**src/rtl/nv_nvdla_pdp_unpack_pkg.sv**
```systemverilog
// Shared definitions for the PDP RDMA unpack stage: sideband bit positions,
// control FSM states and the flag bundle handed to the pooling pre-stage.
package nv_nvdla_pdp_unpack_pkg;

    // Bit positions inside the 14-bit RDMA sideband; bits [13:8] are reserved.
    localparam int unsigned SB_LINE_END  = 0;
    localparam int unsigned SB_SURF_END  = 1;
    localparam int unsigned SB_SPLIT_END = 2;
    localparam int unsigned SB_CUBE_END  = 3;
    localparam int unsigned SB_POS_C_LSB = 4;
    localparam int unsigned SB_WIDTH     = 14;

    typedef enum logic [1:0] {
        IDLE  = 2'd0,
        RUN   = 2'd1,
        DRAIN = 2'd2
    } unpk_state_e;

    // Packed so that it maps directly onto unpk2pool_flags[3:0].
    typedef struct packed {
        logic cube_end;
        logic surf_end;
        logic line_end;
        logic first_of_surf;
    } unpk_flags_t;

endpackage

```
**src/rtl/nv_nvdla_pdp_unpack_skid.sv**
```systemverilog
// Generic 2-entry skid buffer. Output always comes from the head entry, and
// the input ready is a flop computed from next-cycle occupancy, so there is
// no combinational path from out_ready back to in_ready.
module nv_nvdla_pdp_unpack_skid #(
    parameter int unsigned WIDTH = 8
) (
    input  logic             clk,
    input  logic             rstn,
    input  logic             in_allow,
    input  logic             in_valid,
    output logic             in_ready,
    input  logic [WIDTH-1:0] in_data,
    output logic             out_valid,
    input  logic             out_ready,
    output logic [WIDTH-1:0] out_data
);

    logic [1:0]       occ_q, occ_d;
    logic [WIDTH-1:0] head_q, head_d;
    logic [WIDTH-1:0] tail_q, tail_d;
    logic             ready_q;
    logic             push, pop;

    assign push      = in_valid && ready_q;
    assign pop       = out_valid && out_ready;
    assign out_valid = (occ_q != 2'd0);
    assign out_data  = head_q;
    assign in_ready  = ready_q;

    // Next occupancy and entry contents; a push while full cannot occur
    // because ready is low whenever occupancy is 2.
    always_comb begin
        occ_d  = occ_q;
        head_d = head_q;
        tail_d = tail_q;
        case (occ_q)
            2'd0: begin
                if (push) begin
                    head_d = in_data;
                    occ_d  = 2'd1;
                end
            end
            2'd1: begin
                if (push && pop) begin
                    head_d = in_data;
                end else if (push) begin
                    tail_d = in_data;
                    occ_d  = 2'd2;
                end else if (pop) begin
                    occ_d  = 2'd0;
                end
            end
            2'd2: begin
                if (pop) begin
                    head_d = tail_q;
                    occ_d  = 2'd1;
                end
            end
            default: occ_d = 2'd0;
        endcase
    end

    // Storage, occupancy and registered ready.
    always_ff @(posedge clk) begin
        if (!rstn) begin
            occ_q   <= 2'd0;
            head_q  <= '0;
            tail_q  <= '0;
            ready_q <= 1'b0;
        end else begin
            occ_q   <= occ_d;
            head_q  <= head_d;
            tail_q  <= tail_d;
            ready_q <= in_allow && (occ_d != 2'd2);
        end
    end

endmodule

```
**src/rtl/nv_nvdla_pdp_rdma_unpack.sv**
```systemverilog
// PDP RDMA unpack stage (off-fly). Skid-buffers the RDMA stream, tracks the
// w/h/surface position of each beat, forwards locally computed position
// flags with the data and flags a sticky error when the RDMA end flags
// disagree. Define NVDLA_PDP_UNPACK_PERF_EN to add the unpk_perf_stall
// output counting downstream back-pressure cycles.
module nv_nvdla_pdp_rdma_unpack
    import nv_nvdla_pdp_unpack_pkg::*;
#(
    parameter int unsigned BWPE       = 8,
    parameter int unsigned THROUGHPUT = 8,
    localparam int unsigned DW        = BWPE * THROUGHPUT
) (
    input  logic             nvdla_core_clk,
    input  logic             nvdla_core_rstn,
    input  logic             reg2dp_op_en,
    input  logic [12:0]      reg2dp_cube_in_width,
    input  logic [12:0]      reg2dp_cube_in_height,
    input  logic [12:0]      reg2dp_cube_in_channel,
    input  logic             rdma2unpk_valid,
    output logic             rdma2unpk_ready,
    input  logic [DW+13:0]   rdma2unpk_pd,
    output logic             unpk2pool_valid,
    input  logic             unpk2pool_ready,
    output logic [DW-1:0]    unpk2pool_data,
    output logic [3:0]       unpk2pool_flags,
    output logic             unpk2pool_done,
    output logic             unpk_err
`ifdef NVDLA_PDP_UNPACK_PERF_EN
    ,
    output logic [31:0]      unpk_perf_stall
`endif
);

    localparam int unsigned SKID_W = DW + 4;
    localparam logic [12:0] TP     = 13'(THROUGHPUT);

    unpk_state_e state_q, state_d;
    logic        op_en_q;
    logic        op_start;
    logic [12:0] w_cnt_q, w_cnt_d;
    logic [12:0] h_cnt_q, h_cnt_d;
    logic [9:0]  s_cnt_q, s_cnt_d;
    logic        err_q, err_d;
    logic        done;
    logic        up_accept;
    logic        last_surf;
    logic [12:0] surf_last;
    logic [SB_WIDTH-1:0] sb;
    unpk_flags_t flags_c;
    logic        flag_mismatch;
    logic [SKID_W-1:0] skid_in, skid_out;
    logic        skid_valid;
    logic        unused_sb;

    assign sb        = rdma2unpk_pd[DW +: SB_WIDTH];
    assign unused_sb = ^{sb[SB_WIDTH-1:SB_POS_C_LSB], sb[SB_SPLIT_END]};
    assign op_start  = reg2dp_op_en && !op_en_q;
    assign up_accept = rdma2unpk_valid && rdma2unpk_ready;

    // Index of the last channel atom (surface): ceil((channel+1)/THROUGHPUT)-1.
    assign surf_last = reg2dp_cube_in_channel / TP;
    assign last_surf = ({3'b000, s_cnt_q} == surf_last);

    // Position flags for the beat currently offered upstream.
    always_comb begin
        flags_c.line_end      = (w_cnt_q == reg2dp_cube_in_width);
        flags_c.surf_end      = flags_c.line_end && (h_cnt_q == reg2dp_cube_in_height);
        flags_c.cube_end      = flags_c.surf_end && last_surf;
        flags_c.first_of_surf = (w_cnt_q == 13'd0) && (h_cnt_q == 13'd0);
    end

    assign flag_mismatch = (sb[SB_LINE_END] != flags_c.line_end) ||
                           (sb[SB_SURF_END] != flags_c.surf_end) ||
                           (sb[SB_CUBE_END] != flags_c.cube_end);

    // FSM next state, position counters and error capture.
    always_comb begin
        state_d = state_q;
        w_cnt_d = w_cnt_q;
        h_cnt_d = h_cnt_q;
        s_cnt_d = s_cnt_q;
        err_d   = err_q;
        done    = 1'b0;
        unique case (state_q)
            IDLE: begin
                if (op_start) begin
                    state_d = RUN;
                    w_cnt_d = '0;
                    h_cnt_d = '0;
                    s_cnt_d = '0;
                    err_d   = 1'b0;
                end
            end
            RUN: begin
                if (up_accept) begin
                    if (flags_c.line_end) begin
                        w_cnt_d = '0;
                        if (flags_c.surf_end) begin
                            h_cnt_d = '0;
                            s_cnt_d = flags_c.cube_end ? 10'd0 : s_cnt_q + 10'd1;
                        end else begin
                            h_cnt_d = h_cnt_q + 13'd1;
                        end
                    end else begin
                        w_cnt_d = w_cnt_q + 13'd1;
                    end
                    if (flag_mismatch) begin
                        err_d = 1'b1;
                    end
                    if (flags_c.cube_end) begin
                        state_d = DRAIN;
                    end
                end
            end
            DRAIN: begin
                // Empty skid means the cube_end beat has left downstream.
                if (!skid_valid) begin
                    state_d = IDLE;
                    done    = 1'b1;
                end
            end
            default: state_d = IDLE;
        endcase
    end

    // Control state registers.
    always_ff @(posedge nvdla_core_clk) begin
        if (!nvdla_core_rstn) begin
            state_q <= IDLE;
            op_en_q <= 1'b0;
            w_cnt_q <= '0;
            h_cnt_q <= '0;
            s_cnt_q <= '0;
            err_q   <= 1'b0;
        end else begin
            state_q <= state_d;
            op_en_q <= reg2dp_op_en;
            w_cnt_q <= w_cnt_d;
            h_cnt_q <= h_cnt_d;
            s_cnt_q <= s_cnt_d;
            err_q   <= err_d;
        end
    end

    assign skid_in = {flags_c, rdma2unpk_pd[DW-1:0]};

    nv_nvdla_pdp_unpack_skid #(
        .WIDTH (SKID_W)
    ) u_skid (
        .clk       (nvdla_core_clk),
        .rstn      (nvdla_core_rstn),
        .in_allow  (state_d == RUN),
        .in_valid  (rdma2unpk_valid),
        .in_ready  (rdma2unpk_ready),
        .in_data   (skid_in),
        .out_valid (skid_valid),
        .out_ready (unpk2pool_ready),
        .out_data  (skid_out)
    );

    assign unpk2pool_valid = skid_valid;
    assign unpk2pool_data  = skid_out[DW-1:0];
    assign unpk2pool_flags = skid_out[DW +: 4];
    assign unpk2pool_done  = done;
    assign unpk_err        = err_q;

`ifdef NVDLA_PDP_UNPACK_PERF_EN
    logic [31:0] perf_q;

    // Saturating count of active cycles where downstream holds off valid data.
    always_ff @(posedge nvdla_core_clk) begin
        if (!nvdla_core_rstn) begin
            perf_q <= '0;
        end else if (state_q == IDLE && op_start) begin
            perf_q <= '0;
        end else if (state_q != IDLE && skid_valid && !unpk2pool_ready && perf_q != '1) begin
            perf_q <= perf_q + 32'd1;
        end
    end

    assign unpk_perf_stall = perf_q;
`endif

endmodule

```
**config.mk**
```make
export PLATFORM = sky130hd
export DESIGN_NAME = nv_nvdla_pdp_rdma_unpack
export DESIGN_NICKNAME = d
export VERILOG_FILES = /design/src/rtl/nv_nvdla_pdp_unpack_pkg.sv /design/src/rtl/nv_nvdla_pdp_unpack_skid.sv /design/src/rtl/nv_nvdla_pdp_rdma_unpack.sv
export SDC_FILE = /design/constraint.sdc
export NUM_CORES = 1
export LEC_CHECK = 0
export ABC_CLOCK_PERIOD_IN_PS = 2100
export BUFFER_PORTS_ARGS = -buffer_cell sky130_fd_sc_hd__buf_4
export CAP_MARGIN = 20
export CORE_MARGIN = 2
export CORE_UTILIZATION = 48
export DETAILED_ROUTE_END_ITERATION = 16
export PLACE_DENSITY = 0.76
export SLEW_MARGIN = 20
export SYNTH_ARGS = -nofsm -noshare
export SYNTH_HDL_FRONTEND = slang
export SYNTH_SLANG_ARGS = --single-unit
```
**constraint.sdc**
```tcl
create_clock -name nvdla_core_clk -period 2.1 [get_ports nvdla_core_clk]
set_clock_uncertainty 0.2 [all_clocks]
set_input_delay 0.315 -clock nvdla_core_clk [delete_from_list [all_inputs] [get_ports nvdla_core_clk]]
set_output_delay 0.315 -clock nvdla_core_clk [all_outputs]
set_load 0.02 [all_outputs]
```
# Word level (Yosys, flattened, before mapping)
# Cells that the tools add are included.
# totals
ff_bits	179
latchBits	0
ramBits	0
rom_bits	0
in_bits	122
out_inout_bits	72
memories	0
# classes
add_sub_neg	3
mul	0
div	0
magnitude_cmp	0
eq_ne	20
n_shift	0
muxes	35
n_bitwise	1
reduce_logical	24
# ops
operator	n
2-to-1 mux 68 bit	3
case mux 68 bit (3 select lines)	1
2-to-1 mux 13 bit	6
case mux 13 bit (2 select lines)	2
2-to-1 mux 10 bit	5
adder 13 x 1 -> 13 bit, second input constant	2
== test 13 bit	2
zero test 13 bit	2
case mux 10 bit (2 select lines)	1
2-to-1 mux 2 bit	9
case mux 2 bit (3 select lines)	2
AND reduction 4 bit	3
adder 10 x 1 -> 10 bit, second input constant	1
== test 10 bit	1
!= test 2 bit, second input constant	5
logical AND 1 bit	8
!= test 2 x 1 -> 1 bit, second input constant	4
== test 2 x 1 -> 1 bit, second input constant	3
AND reduction 3 bit	2
2-to-1 mux 1 bit	5
AND reduction 5 bit	1
== test 2 bit, second input constant	2
zero test 2 bit	2
nonzero test 2 bit	2
other kinds (6)	9

# Depth between registers and ports, before layout
# Gate-level depths: netlist of the first run.
# depth
ltp_word	8
depth_mapped	9

# Hierarchy
# A second synthesis of the first run with hierarchy kept.
# hier_totals
cells_unflattened	923
area_unflattened_um2	8265.4
# modules_own_cells
mod	instances	cells_per_inst	area_per_inst_um2	seq_area_each_um2
nv_nvdla_pdp_unpack_skid	1	618	5808.1	2782.7
nv_nvdla_pdp_rdma_unpack	1	305	2457.4	800.8

# Least setup slack after synthesis of the first run
# OpenSTA, ideal clock, no wires.
# synth_path
kind	reg2reg
start	reg h_cnt_q[6]
end	reg s_cnt_q[3]
setup_ps	86
arrival_time_ps	1965
path_slack_ps	-151
path_stages_with_launch	9
n_path_buf	2
cell_sequence	dfxtp_1 buf_6 xor2_1 nor4_2 and4_1 a31oi_1 buf_2 or4_1 a211oi_1
# synth_via
elab_chain_cells	8
# synth_rtl
element	line	source
start, declared	nv_nvdla_pdp_rdma_unpack.sv:41	logic [12:0] h_cnt_q, h_cnt_d;
start signal, assigned	nv_nvdla_pdp_rdma_unpack.sv:139	h_cnt_q <= h_cnt_d;
== test 13 bit (*)	nv_nvdla_pdp_rdma_unpack.sv:67	flags_c.surf_end = flags_c.line_end && (h_cnt_q == reg2dp_cube_in_height);
logical AND 1 bit (*)	nv_nvdla_pdp_rdma_unpack.sv:67	
logical AND 1 bit	nv_nvdla_pdp_rdma_unpack.sv:68	flags_c.cube_end = flags_c.surf_end && last_surf;
2-to-1 mux 10 bit	nv_nvdla_pdp_rdma_unpack.sv:100	s_cnt_d = flags_c.cube_end ? 10'd0 : s_cnt_q + 10'd1;
2-to-1 mux 10 bit	nv_nvdla_pdp_rdma_unpack.sv:98	if (flags_c.surf_end) begin
2-to-1 mux 10 bit	nv_nvdla_pdp_rdma_unpack.sv:96	if (flags_c.line_end) begin
2-to-1 mux 10 bit	nv_nvdla_pdp_rdma_unpack.sv:95	if (up_accept) begin
case mux 10 bit (2 select lines)	nv_nvdla_pdp_rdma_unpack.sv:84	unique case (state_q)
end signal, assigned	nv_nvdla_pdp_rdma_unpack.sv:140	s_cnt_q <= s_cnt_d;
end, declared	nv_nvdla_pdp_rdma_unpack.sv:42	logic [9:0] s_cnt_q, s_cnt_d;
# Every way passes the cells marked *; elsewhere a longest branch is shown, timed or not. The select of a mux whose other input is x is not followed.
# A chain may end at the register's enable or synchronous reset.

# Worst setup path after layout of the first run
# layout_path
start	reg h_cnt_q[11]
end	reg s_cnt_q[8]
# Same word-level chain as after synthesis.

==> results of run 1 <==
-- synthesized netlist by cell type, drive strengths merged (13+ instances only) --
| master | count | share of area (%) |
|---|---|---|
| a211oi | 77 | 7.3 |
| a21oi | 87 | 5.5 |
| buf | 13 | 0.85 |
| clkbuf | 56 | 2.6 |
| dfxtp | 179 | 45 |
| mux2i | 68 | 8.6 |
| nand2 | 157 | 7.4 |
| nand3 | 14 | 0.88 |
| nand4 | 15 | 1.2 |
| nor2 | 96 | 4.5 |
| o31ai | 19 | 1.8 |
| or4 | 17 | 1.6 |
| xnor2 | 21 | 2.3 |
| xor2 | 28 | 3.1 |
-- how the worst max path moves through the flow --
| stage | from | cells past startpoint | to |
|---|---|---|---|
| 5_1_grt | h_cnt_q[11] | 8 | s_cnt_q[8] |
| 3_3_place_gp | reg2dp_cube_in_height[8] | 10 | h_cnt_q[5] |
| 2_1_floorplan | w_cnt_q[3] | 7 | s_cnt_q[2] |
| 3_5_place_dp | reg2dp_cube_in_height[8] | 8 | s_cnt_q[2] |
| 4_1_cts | h_cnt_q[6] | 7 | s_cnt_q[2] |
| 6_report | h_cnt_q[11] | 8 | s_cnt_q[8] |
-- tightest hold or removal path: stages --
cell	delay (ns)
buf_4	0.17
o21ai_0	0.08
a21oi_1	0.04
-- kinds of logic (layout without fill, tap and decap cells) --
logic type | after synthesis | after routing | share of synthesized area [%]
adder cells (fa/ha/maj) | 5 | 5 | 0.787
other | 0 | 1 | 0
flip-flops | 179 | 179 | 45.1
AND/OR/NAND/NOR | 348 | 348 | 20.0
XOR/XNOR | 49 | 49 | 5.40
AO/OA/AOI/OAI | 203 | 203 | 16.2
multiplexers | 68 | 68 | 8.56
buffers and inverters | 78 | 376 | 3.92
-- power by group --
part | switching, mW | internal, mW | leakage [nW]
registers | 0.0636 | 3.50 | 1.46
clock network | 1.47 | 1.62 | 0.277
logic | 0.599 | 0.579 | 3.22
-- sequential cells by signal (all words and copies together), names as in the netlist --
register         cells
u_skid.in_ready      1
s_cnt_q             10
state_q              2
u_skid.tail_q       68
unpk_err             1
u_skid.out_data     68
h_cnt_q             13
op_en_q              1
u_skid.occ_q         2
w_cnt_q             13
-- per-layer routing --
metal,vias up,track usage [%]
met4,0,9.86
met1,3658,31.7
met2,264,42.7
met5,-,0
li1,3847,-
met3,59,5.13
-- cells in the final DEF (no fill, tap or decap), types with 7 or more instances in the layout --
cell             n
a21oi_1         85
buf_12           9
xnor2_1         21
a211oi_1        70
nor4_1           8
or4_1           14
o31ai_1         16
dlygate4sd3_1   66
nand2_1        156
o21ai_0          8
clkbuf_16       17
xor2_1          26
nand4_1         15
buf_4          255
dfxtp_2          9
and3_1           7
nand3_1         14
mux2i_1         68
dfxtp_1        170
nor2_1          93
a211oi_2         7
inv_1            8
-- layout make-up --
type / instances / area, sq um / area share (%)
well taps: 220 / 275 / 2.39
diodes: 1 / 2.50 / 0.0217
multi-input cells: 673 / 4240 / 36.8
clock inverters: 13 / 116 / 1.01
inverters: 9 / 36.3 / 0.315
repair buffers: 335 / 2810 / 24.4
flip-flops and latches: 179 / 3590 / 31.2
clock buffers: 19 / 453 / 3.93
-- per-stage QoR --
step,hold slack (ns),cells
after floorplan,0.233,930
after global routing,0.0292,1449
after global placement,0.240,1342
final,0.0325,1449
after CTS,0.00877,1443
after detailed placement,0.246,1342
-- what timing repair did --
action | CTS | global route
gates resized for setup | 14 | 31
endpoints found under the hold margin | 66 | 0
cloned | 0 | 2
setup buffers | 3 | 3
pin swaps | 11 | 9
hold buffers | 66 | 0
endpoints found under the setup margin | 44 | 49
==> summary.md, run 1 <==
| Metric | Value |
|---|---|
| Status | `complete, but fails checks` |
| Failing checks | `setup timing` |
| CTS HTree Levels | `4` |
| Place WS | `-0.387 ns` |
| RD Place Congestion | `0.863` |
| Pin count of the biggest net entering global routing | `60` |
| Mapped Nets | `between 1,000 and 1,500` |
| IO Port Bufs | `approximately 180` |
| Req. time, crit path | `2.25 ns` |
| CP top delay family | `simple AND/OR/NAND/NOR gates` |
| Post-route DRC violation count | `0` |
| Post-synth EDFFs | `0` |
| WHS Endpoint | `u_skid.out_data[67]` |
| Initial antenna violation count | `1` |
| Synth Instances | `930` |
| CP Max Fanout | `7` |
| Vias per cell | `5.40` |
| Least-Margin Pin Slew | `0.526 ns` |
| RR Startpoint | `h_cnt_q[11]` |
| CTS max path bufs | `2` |
| Final Critical Period | `2.30 ns` |
| Post-detail-place hpwl | `between 10,000 and 15,000 um` |
| Hold path depth | `3` |
| Final total power | `7.83 mW` |
| Crit path buffers/inverters | `2` |
| Cells along the critical path | `xor2_1, nor4_2, buf_4, and4_4, a31oi_4, buf_6, or4_4, a211oi_2` |
| Number of vias in the routed layout | `a little under 8,000` |
| Worst setup EP type | `flip-flop` |
| GRT Overall Usage | `approximately a quarter` |
| Layout area overhead | `45.1%` |
| Reg-to-reg setup timing slack | `-0.20 ns` |
| Post-layout util | `between 70 and 80%` |
| Critical Path Source Type | `flip-flop` |
| Antenna-violating nets left | `0` |
| Max Used Layer | `met4` |
| Slowest stage delay, CP | `~0.41 ns` |
| Hold_sp | `nvdla_core_rstn` |
| CTS buffer count | `17` |
| Synth warn | `0` |
| TNS Setup | `-3.79 ns` |
| Fmax | `approximately 430 MHz` |
| Critical-path top delay cell | `or4_4` |
| Kind of critical path | `flip-flop to flip-flop` |
| Total routed wirelength | `around 23,000 um` |
| Met3 routed WL | `approximately 1100 um` |
| Max-cap violation count | `0` |
| Placed inst area | `0.0101 sq mm` |
| # fillers | `approximately 1,300` |
| Worst R2R End | `s_cnt_q[8]` |
| Met2 WL | `~11,000 um` |
| Final Max Slew Viols | `0` |
| Mean post-synth cell area | `between 8 and 9 sq um` |
| Fin area | `0.0115 sq mm` |
| Seq/Total Area, Yosys | `between 40 and 50%` |
| Peak VDD IR | `0.623 mV` |
| DIE WIDTH | `133 um` |
| Core Footprint | `0.0164 sq mm` |
| Mapped Area | `just under 0.008 sq mm` |
| Final Setup Violations | `31` |
| DIE AREA | `around 0.018 sq mm` |
| First-pass GRT wire length | `between 30,000 and 40,000 um` |
| Clock transition at path regs | `approximately 0.07 ns` |
| Arr. time, crit path | `2.45 ns` |
| Grt total ovfl | `0` |
| Yosys reg bits | `between 150 and 200` |
| DRT met1 WL | `just under 10,000 um` |
| Root buffer cell | `clkbuf_16` |
| Initial DRC Count | `between 400 and 500` |
| Fin nets | `between 1,000 and 1,500` |
| I/O pin cnt | `approximately 190` |
| DIE HEIGHT | `133 um` |
| Main synth FF type | `dfxtp_1` |
| Routed WL per cell | `approximately 16 um` |
| Synth cell types | `44` |
| PD cells | `679 mW/mm^2` |
| Min-Delay Path Class | `input pin to flip-flop` |
| CTS tree | `done` |
| Initial Util | `between 40 and 50%` |
| Vias in the first global route | `roughly 7,500` |
| Worst Setup Slack, final | `-0.203 ns` |
| First drt pass iteration count | `5` |
| Clock sinks | `~180` |
| Max_slew headroom | `~65%` |
| Layout cell share with drive strength beyond 1 | `about 29%` |
| Fin crit share | `110%` |
| Unrepaired setup endpoints after global routing | `true` |
| R2r worst-path depth | `8` |
| Insertion delay of the later-clocked pin in the worst-skew pair | `0.43 ns` |
| Final Hold Viols | `0` |
| Cell Rows | `47` |
| LEAKAGE | `4.95 nW` |
| Asr flop ratio synth | `0%` |
(Power assumes the default switching activity.)
==> run 2, diff against run 1 <==
--- a/config.mk
+++ b/config.mk
@@ -12,6 +12,7 @@
 export CORE_UTILIZATION = 48
 export DETAILED_ROUTE_END_ITERATION = 16
 export PLACE_DENSITY = 0.76
+export RECOVER_POWER = 25
 export SLEW_MARGIN = 20
 export SYNTH_ARGS = -nofsm -noshare
 export SYNTH_HDL_FRONTEND = slang
==> summary.md, run 2 (synthesis gave the netlist of run 1 again) <==
| Metric | Value |
|---|---|
| Routed WL per cell | `between 15 and 20 um` |
| Failing checks | `setup timing` |
| DIE AREA | `0.0176 sq mm` |
| Pin count of the biggest net entering global routing | `60` |
| Fin nets | `roughly 1,300` |
| Post-layout util | `approximately 69%` |
| Vias in the first global route | `around 7,500` |
| CP Max Fanout | `7` |
| Clock transition at path regs | `around 0.070 ns` |
| I/O pin cnt | `approximately 190` |
| PD cells | `685 mW/mm^2` |
| Logic gate share of total power | `between 10% and 20%` |
| Switching share of power | `~27%` |
| Final Hold Viols | `0` |
| Post-detail-place hpwl | `~14,000 um` |
| Met3 routed WL | `~1100 um` |
| First-pass GRT wire length | `about 36,000 um` |
| Most frequent cells in the layout | `buf_4 (204), dfxtp_1 (170), nand2_1 (156)` |
| Clock Power Share | `approximately 40%` |
| Unrepaired setup endpoints after global routing | `true` |
| Final Setup Violations | `31` |
| Critical Path Source Type | `flip-flop` |
| First drt pass iteration count | `5` |
| Met2 WL | `roughly 11,000 um` |
| IO Port Bufs | `179` |
| Max_slew headroom | `about 65%` |
| Number of vias in the routed layout | `a little under 8,000` |
| Place WS | `-0.387 ns` |
| Fin crit share | `110%` |
| Post-route DRC violation count | `0` |
| Kind of critical path | `flip-flop to flip-flop` |
| RD Place Congestion | `roughly 0.86` |
| CTS buffer count | `17` |
| Vias per cell | `around 5.4` |
| CTS HTree Levels | `4` |
| DRT met1 WL | `a little under 10,000 um` |
| Worst setup EP type | `flip-flop` |
| CTS max path bufs | `2` |
| Arr. time, crit path | `between 2 and 2.5 ns` |
| Root buffer cell | `clkbuf_16` |
| LEAKAGE | `roughly 4.7 nW` |
| Antenna-violating nets left | `0` |
| Initial antenna violation count | `1` |
| GRT Overall Usage | `about a quarter` |
| Peak VDD IR | `around 0.62 mV` |
| DIE HEIGHT | `133 um` |
| Sequential power share | `45.9%` |
| Worst Setup Slack, final | `-0.204 ns` |
| Status | `complete, but fails checks` |
| Layout area overhead | `42.7%` |
| Max Used Layer | `met4` |
| TNS Setup | `-3.83 ns` |
| Total routed wirelength | `22,800 um` |
| Layout cell share with drive strength beyond 1 | `approximately a quarter` |
| DIE WIDTH | `133 um` |
| Initial DRC Count | `480` |
| Insertion delay of the later-clocked pin in the worst-skew pair | `about 0.43 ns` |
| Cell Rows | `47` |
| Final Critical Period | `approximately 2.3 ns` |
| Fmax | `434 MHz` |
| Final Max Slew Viols | `0` |
| CTS tree | `done` |
| Clock sinks | `between 150 and 200` |
| Grt total ovfl | `0` |
| Core Footprint | `around 0.016 sq mm` |
| Internal power | `between 5 and 6 mW` |
| Initial Util | `between 40% and 50%` |
| Req. time, crit path | `~2.3 ns` |
| Max-cap violation count | `0` |
| Least-Margin Pin Slew | `0.526 ns` |
| Commonest non-fill, non-tap cell in the layout | `buf_4` |
| P_sw | `between 2 and 2.5 mW` |
| Min-Delay Path Class | `input pin to flip-flop` |
## run 2: cell types whose count changed in the layout (fill, tap and decap cells not counted), sizes merged
cell / change
buf: -51
clkbuf: +51
## run 2: final timing paths
| path | startpoint | depth (start not counted) | slack, ns | endpoint |
|---|---|---|---|---|
| worst min-delay path | nvdla_core_rstn | 3 | 0.03 | u_skid.out_data[67] |
| worst max-delay path | h_cnt_q[11] | 8 | -0.20 | s_cnt_q[8] |
| worst max register to register | h_cnt_q[11] | 8 | -0.20 | s_cnt_q[8] |
| worst min register to register | u_skid.tail_q[63] | 2 | 0.25 | u_skid.tail_q[63] |
## run 2: through the flow
| stage | hold WS [ns] | instance area, sq um | std cells | power (mW) |
|---|---|---|---|---|
| after floorplan | 0.233 | 7980 | 930 | 4.13 |
| after global placement | 0.240 | 10100 | 1342 | 4.63 |
| after detailed placement | 0.246 | 10100 | 1342 | 4.65 |
| after CTS | 0.00877 | 11400 | 1443 | 7.81 |
| after global routing | 0.0292 | 11300 | 1449 | 8.07 |
| final | 0.0329 | 11300 | 1449 | 7.77 |
## run 2: timing repair
item | CTS | global route
gates resized for setup | 14 | 31
gates cloned | 0 | 2
buffers inserted | 3 | 3
endpoints found under the setup margin | 44 | 49
endpoints found under the hold margin | 66 | 0
pin swaps | 11 | 9
hold buffers | 66 | 0
## run 2: power groups by stage
stage,Sequential (mW),Combinational (mW),Clock (mW)
after detailed placement,3.64,1.01,0
after global placement,3.64,0.998,0
after CTS,3.56,1.13,3.12
after floorplan,3.75,0.384,0
after global routing,3.58,1.21,3.28
final,3.56,1.13,3.08
## run 2: layout make-up
class                   count  area, sq um
multi-input cells         673         4240
inverters                   9         36.3
clock inverters            13          116
repair buffers            335         2620
diodes                      1         2.50
clock buffers              19          453
flip-flops and latches    179         3590
well taps                 220          275
fillers                  1323         5070
## run 2: critical path: stages (launching register included)
cell and delay, ns:
dfxtp_2 0.33, xor2_1 0.15, nor4_2 0.25, buf_4 0.16, and4_4 0.24, a31oi_4 0.10
buf_6 0.16, or4_4 0.41, a211oi_2 0.22
## run 2: metal layers
layer  vias up  track usage, %
met2       258            42.7
met4         0            9.86
met5         -               0
met1      3657            31.7
li1       3850               -
met3        51            5.13
